<file path="src/rtl/vga_pkg.sv">
// Shared VGA raster constants and the pixel type used by the frame-buffer arbiter.
// Module parameters default to these values; derived values are recomputed per instance.
package vga_pkg;

  localparam int H_ACTIVE = 640;
  localparam int H_FP     = 16;
  localparam int H_SYNC   = 96;
  localparam int H_BP     = 48;
  localparam int H_TOTAL  = H_ACTIVE + H_FP + H_SYNC + H_BP;
  localparam int H_SYNC_START = H_ACTIVE + H_FP;
  localparam int H_SYNC_END   = H_SYNC_START + H_SYNC;

  localparam int V_ACTIVE = 480;
  localparam int V_FP     = 10;
  localparam int V_SYNC   = 2;
  localparam int V_BP     = 33;
  localparam int V_TOTAL  = V_ACTIVE + V_FP + V_SYNC + V_BP;
  localparam int V_SYNC_START = V_ACTIVE + V_FP;
  localparam int V_SYNC_END   = V_SYNC_START + V_SYNC;

  localparam int ADDR_W    = 19;
  localparam int FB_PIXELS = H_ACTIVE * V_ACTIVE;

  typedef struct packed {
    logic r;
    logic g;
    logic b;
  } pixel_t;

endpackage

</file>
<file path="src/rtl/vga_timing.sv">
// Raster timing: clk/2 pixel phase, h/v counters, active and sync decode, frame_start.
// Counters advance at the end of each phase-1 cycle, so one pixel spans two clocks.
module vga_timing #(
  parameter int H_ACTIVE = vga_pkg::H_ACTIVE,
  parameter int H_FP     = vga_pkg::H_FP,
  parameter int H_SYNC   = vga_pkg::H_SYNC,
  parameter int H_BP     = vga_pkg::H_BP,
  parameter int V_ACTIVE = vga_pkg::V_ACTIVE,
  parameter int V_FP     = vga_pkg::V_FP,
  parameter int V_SYNC   = vga_pkg::V_SYNC,
  parameter int V_BP     = vga_pkg::V_BP
) (
  input  logic clk_i,
  input  logic rst_i,
  output logic phase_o,
  output logic active_o,
  output logic hsync_n_o,
  output logic vsync_n_o,
  output logic frame_wrap_o,
  output logic frame_start_o
);

  localparam int H_TOTAL = H_ACTIVE + H_FP + H_SYNC + H_BP;
  localparam int V_TOTAL = V_ACTIVE + V_FP + V_SYNC + V_BP;
  localparam int HW = $clog2(H_TOTAL);
  localparam int VW = $clog2(V_TOTAL);

  localparam logic [HW-1:0] H_LAST = HW'(H_TOTAL - 1);
  localparam logic [HW-1:0] H_ACT  = HW'(H_ACTIVE);
  localparam logic [HW-1:0] H_SS   = HW'(H_ACTIVE + H_FP);
  localparam logic [HW-1:0] H_SE   = HW'(H_ACTIVE + H_FP + H_SYNC);
  localparam logic [VW-1:0] V_LAST = VW'(V_TOTAL - 1);
  localparam logic [VW-1:0] V_ACT  = VW'(V_ACTIVE);
  localparam logic [VW-1:0] V_SS   = VW'(V_ACTIVE + V_FP);
  localparam logic [VW-1:0] V_SE   = VW'(V_ACTIVE + V_FP + V_SYNC);

  logic          phase_q;
  logic [HW-1:0] hcount_q, hcount_d;
  logic [VW-1:0] vcount_q, vcount_d;
  logic          frame_start_q;
  logic          line_end, frame_end;

  always_comb begin
    line_end  = phase_q && (hcount_q == H_LAST);
    frame_end = line_end && (vcount_q == V_LAST);
    hcount_d  = hcount_q;
    vcount_d  = vcount_q;
    if (phase_q) begin
      if (line_end) begin
        hcount_d = '0;
        vcount_d = (vcount_q == V_LAST) ? '0 : vcount_q + VW'(1);
      end else begin
        hcount_d = hcount_q + HW'(1);
      end
    end
  end

  always_ff @(posedge clk_i or posedge rst_i) begin
    if (rst_i) begin
      phase_q       <= 1'b0;
      hcount_q      <= '0;
      vcount_q      <= '0;
      frame_start_q <= 1'b0;
    end else begin
      phase_q       <= ~phase_q;
      hcount_q      <= hcount_d;
      vcount_q      <= vcount_d;
      frame_start_q <= frame_end;
    end
  end

  assign phase_o       = phase_q;
  assign active_o      = (hcount_q < H_ACT) && (vcount_q < V_ACT);
  assign hsync_n_o     = !((hcount_q >= H_SS) && (hcount_q < H_SE));
  assign vsync_n_o     = !((vcount_q >= V_SS) && (vcount_q < V_SE));
  assign frame_wrap_o  = frame_end;
  assign frame_start_o = frame_start_q;

endmodule

</file>
<file path="src/rtl/vga_fb_arbiter.sv">
// Frame-buffer arbiter: display fetch owns phase 0 of visible pixels, the host gets every
// other cycle; fetched pixels and syncs are registered to the pins one pixel behind the raster.
module vga_fb_arbiter #(
  parameter int H_ACTIVE = vga_pkg::H_ACTIVE,
  parameter int H_FP     = vga_pkg::H_FP,
  parameter int H_SYNC   = vga_pkg::H_SYNC,
  parameter int H_BP     = vga_pkg::H_BP,
  parameter int V_ACTIVE = vga_pkg::V_ACTIVE,
  parameter int V_FP     = vga_pkg::V_FP,
  parameter int V_SYNC   = vga_pkg::V_SYNC,
  parameter int V_BP     = vga_pkg::V_BP,
  parameter int ADDR_W   = vga_pkg::ADDR_W
) (
  input  logic              clk,
  input  logic              reset,
  input  logic              wr_req,
  input  logic [ADDR_W-1:0] wr_addr,
  input  logic [2:0]        wr_data,
  output logic              wr_ack,
  output logic              mem_en,
  output logic              mem_we,
  output logic [ADDR_W-1:0] mem_addr,
  output logic [2:0]        mem_wdata,
  input  logic [2:0]        mem_rdata,
  output logic              red_out,
  output logic              green_out,
  output logic              blue_out,
  output logic              hsync,
  output logic              vsync,
  output logic              frame_start
);

  import vga_pkg::*;

  localparam logic [ADDR_W-1:0] FB_LIMIT = ADDR_W'(H_ACTIVE * V_ACTIVE);

  logic phase, active, hsync_n, vsync_n, frame_wrap;

  vga_timing #(
    .H_ACTIVE(H_ACTIVE), .H_FP(H_FP), .H_SYNC(H_SYNC), .H_BP(H_BP),
    .V_ACTIVE(V_ACTIVE), .V_FP(V_FP), .V_SYNC(V_SYNC), .V_BP(V_BP)
  ) u_timing (
    .clk_i        (clk),
    .rst_i        (reset),
    .phase_o      (phase),
    .active_o     (active),
    .hsync_n_o    (hsync_n),
    .vsync_n_o    (vsync_n),
    .frame_wrap_o (frame_wrap),
    .frame_start_o(frame_start)
  );

  logic              fetch_slot, fetch, host_slot, grant, wr_in_range;
  logic [ADDR_W-1:0] fetch_addr_q, fetch_addr_d;
  pixel_t            rgb_q, rgb_d;
  logic              hsync_q, hsync_d, vsync_q, vsync_d;

  // Bus strobes are gated by reset directly so the memory sees nothing while reset is held.
  always_comb begin
    fetch_slot  = !phase && active;
    fetch       = !reset && fetch_slot;
    host_slot   = !reset && !fetch_slot;
    grant       = host_slot && wr_req;
    wr_in_range = wr_addr < FB_LIMIT;
  end

  assign wr_ack    = grant;
  assign mem_en    = fetch || (grant && wr_in_range);
  assign mem_we    = grant && wr_in_range;
  assign mem_addr  = fetch ? fetch_addr_q : wr_addr;
  assign mem_wdata = wr_data;

  always_comb begin
    fetch_addr_d = fetch_addr_q;
    if (frame_wrap) begin
      fetch_addr_d = '0;
    end else if (fetch_slot) begin
      fetch_addr_d = fetch_addr_q + ADDR_W'(1);
    end
  end

  // Phase 1 closes a pixel: read data from its phase-0 fetch and its sync levels land together.
  always_comb begin
    rgb_d   = rgb_q;
    hsync_d = hsync_q;
    vsync_d = vsync_q;
    if (phase) begin
      rgb_d   = active ? pixel_t'(mem_rdata) : '0;
      hsync_d = hsync_n;
      vsync_d = vsync_n;
    end
  end

  always_ff @(posedge clk or posedge reset) begin
    if (reset) begin
      fetch_addr_q <= '0;
      rgb_q        <= '0;
      hsync_q      <= 1'b1;
      vsync_q      <= 1'b1;
    end else begin
      fetch_addr_q <= fetch_addr_d;
      rgb_q        <= rgb_d;
      hsync_q      <= hsync_d;
      vsync_q      <= vsync_d;
    end
  end

  assign red_out   = rgb_q.r;
  assign green_out = rgb_q.g;
  assign blue_out  = rgb_q.b;
  assign hsync     = hsync_q;
  assign vsync     = vsync_q;

endmodule

</file>
<file path="config.mk">
export PLATFORM = sky130hd
export DESIGN_NAME = vga_fb_arbiter
export DESIGN_NICKNAME = d
export VERILOG_FILES = /design/src/rtl/vga_pkg.sv /design/src/rtl/vga_timing.sv /design/src/rtl/vga_fb_arbiter.sv
export SDC_FILE = /design/constraint.sdc
export NUM_CORES = 1
export LEC_CHECK = 0
export CAP_MARGIN = 40
export CORE_AREA = 5 5 68 132
export CTS_CLUSTER_DIAMETER = 50
export CTS_CLUSTER_SIZE = 40
export DETAILED_ROUTE_END_ITERATION = 8
export DIE_AREA = 0 0 73 137
export GPL_TIMING_DRIVEN = 1
export PLACE_DENSITY = 0.7
export RECOVER_POWER = 50
export SYNTH_ARGS = -nofsm -noshare
export SYNTH_HDL_FRONTEND = slang
export SYNTH_SLANG_ARGS = --single-unit
</file>
<file path="constraint.sdc">
create_clock -name clk -period 2.45 [get_ports clk]
set_input_delay 0.6125 -clock clk [delete_from_list [all_inputs] [get_ports clk]]
set_output_delay 0.6125 -clock clk [all_outputs]
set_load 0.005 [all_outputs]
</file>
Word-level counts from Yosys, hierarchy flattened
Index checks and enable logic that the tools add are counted.
{"block": "totals", "out_inout_bits": 31, "wordCells": 47, "in_bits": 28, "reg_bits": 46}
{"block": "classes", "n_bitwise": 1, "n_reduce_logical": 18, "magnitude_cmp": 7, "addsub": 3, "eq_ne": 2, "muxes": 6}
{"operator": "$mux 19", "count": 3}
{"operator": "$add 10x1->10 const B", "count": 2}
{"operator": "$eq 10x10->1 const B", "count": 2}
{"operator": "$lt 10x10->1 const B", "count": 2}
{"operator": "$lt 10x9->1 const B", "count": 2}
{"operator": "$mux 10", "count": 2}
{"operator": "$add 19x1->19 const B", "count": 1}
{"operator": "$lt 19x19->1 const B", "count": 1}
{"operator": "$ge 10x10->1 const B", "count": 1}
{"operator": "$ge 10x9->1 const B", "count": 1}
{"operator": "$logic_and 1x1->1", "count": 10}
{"operator": "$logic_not 1->1", "count": 5}
{"operator": "$mux 3", "count": 1}
{"operator": "$reduce_and 2->1", "count": 1}
{"operator": "$reduce_bool 2->1", "count": 1}
{"operator": "$logic_or 1x1->1", "count": 1}
{"operator": "$not 1->1", "count": 1}

Longest topological paths before layout
{"block": "depth", "ltp_word": 8, "mapped_depth": 7}

Hierarchy
Synthesis repeated with hierarchy kept, for this count alone.
{"block": "hier_totals", "hier_cells": 264, "area_unflattened_um2": 2627.5}
{"module": "vga_fb_arbiter", "area_per_inst_um2": 1462.7, "seq_area_each_um2": 603.1, "cells_per_inst": 149, "n_inst": 1}
{"module": "vga_timing", "area_per_inst_um2": 1164.9, "seq_area_each_um2": 550.5, "cells_per_inst": 115, "n_inst": 1}

Worst setup path after synthesis
OpenSTA, ideal clock, no wires.
{"block": "synth_timing", "kind": "input port to output port", "startpoint": "input reset", "endpoint": "output mem_addr[10]", "n_path_buf": 2, "arrival_ns": 1.914, "setup_slack_ns": -0.077, "path_stages": 5, "required_time_ns": 1.837, "path_cell_list": "inv_2 nand2b_1 buf_4 buf_6 mux2_1"}
{"block": "synth_via", "elab_chain_cells": 3}
{"element": "start, declared", "line": "vga_fb_arbiter.sv:15", "rtl": "input logic reset,"}
{"element": "$logic_not 1->1 (no line)"}
{"element": "$logic_and 1x1->1", "line": "vga_fb_arbiter.sv:61", "rtl": "fetch = !reset && fetch_slot;"}
{"element": "$mux 19", "line": "vga_fb_arbiter.sv:70", "rtl": "assign mem_addr = fetch ? fetch_addr_q : wr_addr;"}
{"element": "end, declared", "line": "vga_fb_arbiter.sv:22", "rtl": "output logic [ADDR_W-1:0] mem_addr,"}
No other way between the ends.

Worst setup path after layout
{"block": "layout_timing", "startpoint": "register u_timing.vcount_q[8]", "endpoint": "output mem_addr[10]"}
{"block": "layout_via", "elab_chain_cells": 5}
{"element": "start, declared", "line": "vga_timing.sv:39", "rtl": "logic [VW-1:0] vcount_q, vcount_d;"}
{"element": "start signal, assigned", "line": "vga_timing.sv:67", "rtl": "vcount_q <= vcount_d;"}
{"element": "$lt 10x9->1", "line": "vga_timing.sv:73", "rtl": "assign active_o = (hcount_q < H_ACT) && (vcount_q < V_ACT);"}
{"element": "$logic_and 1x1->1", "line": "vga_timing.sv:73"}
{"element": "$logic_and 1x1->1", "line": "vga_fb_arbiter.sv:60", "rtl": "fetch_slot = !phase && active;"}
{"element": "$logic_and 1x1->1", "line": "vga_fb_arbiter.sv:61"}
{"element": "$mux 19", "line": "vga_fb_arbiter.sv:70"}
No other way between the ends.

==> flow_summary.toml <==
[drt]
drtIter0Drc = 202
ant_nets = 0
wl_um = 7368
viasPerCell = 5.618
vias = 2573
drc_errors = 0
dr.pass1.iters = 4
wl_per_cell_um = 16.09

[timing]
period_share = 1.138
finalSetupViolCount = 20
worst_slew_pin_slew_ps = 584.1
period_needed_ps = 2789
fin_ws_ps = -339.1
max_freq_mhz = 358.5
slew_headroom = 0.6106
tns_ps = -5685
rsz0062_at_grt = "yes"
hold_ws_ps = 493.0
clock_skew_ps = 9.792
finalHoldViolations = 0
slew_violations = 0

[global_routing]
grt_pass1_wl_um = 12110
grt_max_degree = 47
overflow = 0
antenna_found_initial = 0
grt_pass1_vias = 2552
grt_usage = 0.1524

[synth]
synth_top_family_by_area = "simple AND/OR/NAND/NOR gates"
syn_nets = 309
synth-compound-area-share = 0.1503
synthMuxAreaShare = 0.07631
synth-xor-area-share = 0.03957
synth.distinct_cells = 40
synth_warnings = 0
synth_seq_cells = 46
syn_area_per_cell_um2 = 9.624
async_flop_share = 1.000
ys_seq_area_frac = 0.4343
synth_edf_count = 0
synth-simple-area-share = 0.2266
synthFlopType = "dfrtp_1"
synth_cells = 276
synth-adder-area-share = 0.02355
synth_area_um2 = 2656

[setup_path]
slowest_stage = "or4_4"
cp-start-kind = "register"
crit_chain = "and4_4 -> or4_4 -> nand2b_4 -> buf_6 -> mux2_4 -> buf_6"
cpPeakStageDelay_ps = 540
endpoint_kind = "output pin"
cp.arrival_ps = 2180
critPathRequiredTime_ps = 1840
cp_max_fo = 5
crit_type = "register to output pin"
path_common_cell = "buf_6"

[run_status]
status = "finished with violations"
failed_checks = "setup timing"

[place]
dp.cells = 429
portBuffers = 52
place.gp.congestion = 0.8618
place_area_um2 = 3374
dp_hpwl_um = 4736

[power]
power.density_nw_per_um2 = 414.9
p_leak_nw = 1.701
ir_worst_vdd_uv = 258.5

[clock_tree]
cts_buffer_depth = 2
clock_latency_ps = 290
clock_sinks = 46
ctsHoldBuffers = 0
clk_pin_slew_worst_paths_ps = 60
cts_buffers = 5
ctsHtreeMaxLevel = 2
cts_tree = "built"
clockRootBuffer = "clkbuf_16"

[hold_path]
hold_path_class = "register to register"

[final_layout]
final_area_um2 = 3829
layoutNonFillerInstCount = 458
final_cell_mix = "44 x dfrtp_1, 30 x buf_6, 25 x clkdlybuf4s50_1, 23 x buf_4, 21 x a21oi_1"
area_growth_pct = 44.14
layout-drive-gt1-share = 0.2624
n_antenna_cell = 0
final_nets = 394
finish.utilization = 0.4891
final_common_cell = "dfrtp_1"

[floorplanning]
initial_core_util = 0.3394
die_area_um2 = 10000
ioPinCount = 59
num_rows = 46
die_h_um = 137
coreArea_um2 = 7828
die_w_um = 73

[job]
maxCapViolCount = 0
## path summary, 6_finish.rpt
check                                                    to  slack (ps)                        startpoint  depth (start not counted)
setup / recovery                               mem_addr[10]        -340  u_timing.vcount_q[8]$_DFFE_PP0P_                          6
hold / removal                            hsync$_DFFE_PP1P_         490                 hsync$_DFFE_PP1P_                          2
setup reg to reg           u_timing.vcount_q[9]$_DFFE_PP0P_         240  u_timing.hcount_q[8]$_DFFE_PP0P_                          7
hold reg to reg                           hsync$_DFFE_PP1P_         490                 hsync$_DFFE_PP1P_                          2
max in group asynchronous       fetch_addr_q[7]$_DFFE_PP0P_         960                             reset                          4
min in group asynchronous  u_timing.vcount_q[9]$_DFFE_PP0P_        1100                             reset                          4
## cell usage after synthesis (5+ instances only)
master | n | share of area
a21oi_1 | 22 | 0.041
and3_1 | 6 | 0.014
and4_1 | 6 | 0.020
clkbuf_1 | 10 | 0.014
dfrtp_1 | 44 | 0.41
ha_1 | 5 | 0.024
inv_1 | 10 | 0.014
mux2_1 | 18 | 0.076
nand2_1 | 16 | 0.023
nand3_1 | 15 | 0.028
nand4_1 | 13 | 0.031
nor2_1 | 11 | 0.016
o21ai_0 | 6 | 0.011
o21ai_1 | 10 | 0.019
o31ai_1 | 14 | 0.040
or3_1 | 8 | 0.019
or4_1 | 13 | 0.037
xnor2_1 | 8 | 0.026
## layer usage
metal,GRT usage,vias to the layer above,part of all wire
met5,0,-,0
met4,0.05955,0,0.025
met3,0.03382,17,0.066
met2,0.2418,91,0.47
met1,0.1982,1246,0.43
li1,-,1219,-
## cell type report
class,count,area [µm²]
fill,739,3999
multi-input combinational,206,1513
sequential,46,1154
timing repair buffer,91,850.8
clock buffer,7,142.6
tap,96,120.1
inverter,11,43.79
clock inverter,1,5.005
## logic make-up after synthesis
kind of cell,count (synthesis)
xor gates and xnor gates,12
adders and majority gates,5
muxes,18
and+or+nand+nor,103
DFF,46
AOI/OAI and AO/OA,65
buffers and inverters,27
## critical path, delay by kind of cell, from the launching register on
kind          cells  cell delay (ps)
simple gates      3              960
flops             1              380
buf+inv           2              260
mux               1              290
## registers in the layout (all words and copies together) (netlist names)
signal and cells:
fetch_addr_q 19, u_timing.hcount_q 10, u_timing.vcount_q 10, blue_out 1, green_out 1, hsync 1
red_out 1, u_timing.frame_start_o 1, u_timing.phase_o 1, vsync 1
## through the flow
step	worst slack, ps	power (mW)
final	-339.1	1.589
after global routing	-370.5	1.638
after CTS	-338.8	1.600
after detailed placement	-618.1	0.9052
after global placement	-637.0	0.9041
after floorplan	-15.26	0.8157
## repair_timing
item	in CTS	in global routing
cloned	3	0
pin swaps	6	6
buffers inserted	14	4
setup endpoints to repair	22	23
gates resized for setup	137	11
## report_power, final
group	switching, mW	internal [mW]
logic	0.0521	0.0920
clock network	0.276	0.404
registers	0.00167	0.762
total	0.330	1.26
No activity file was read; power rests on OpenSTA's default activity.
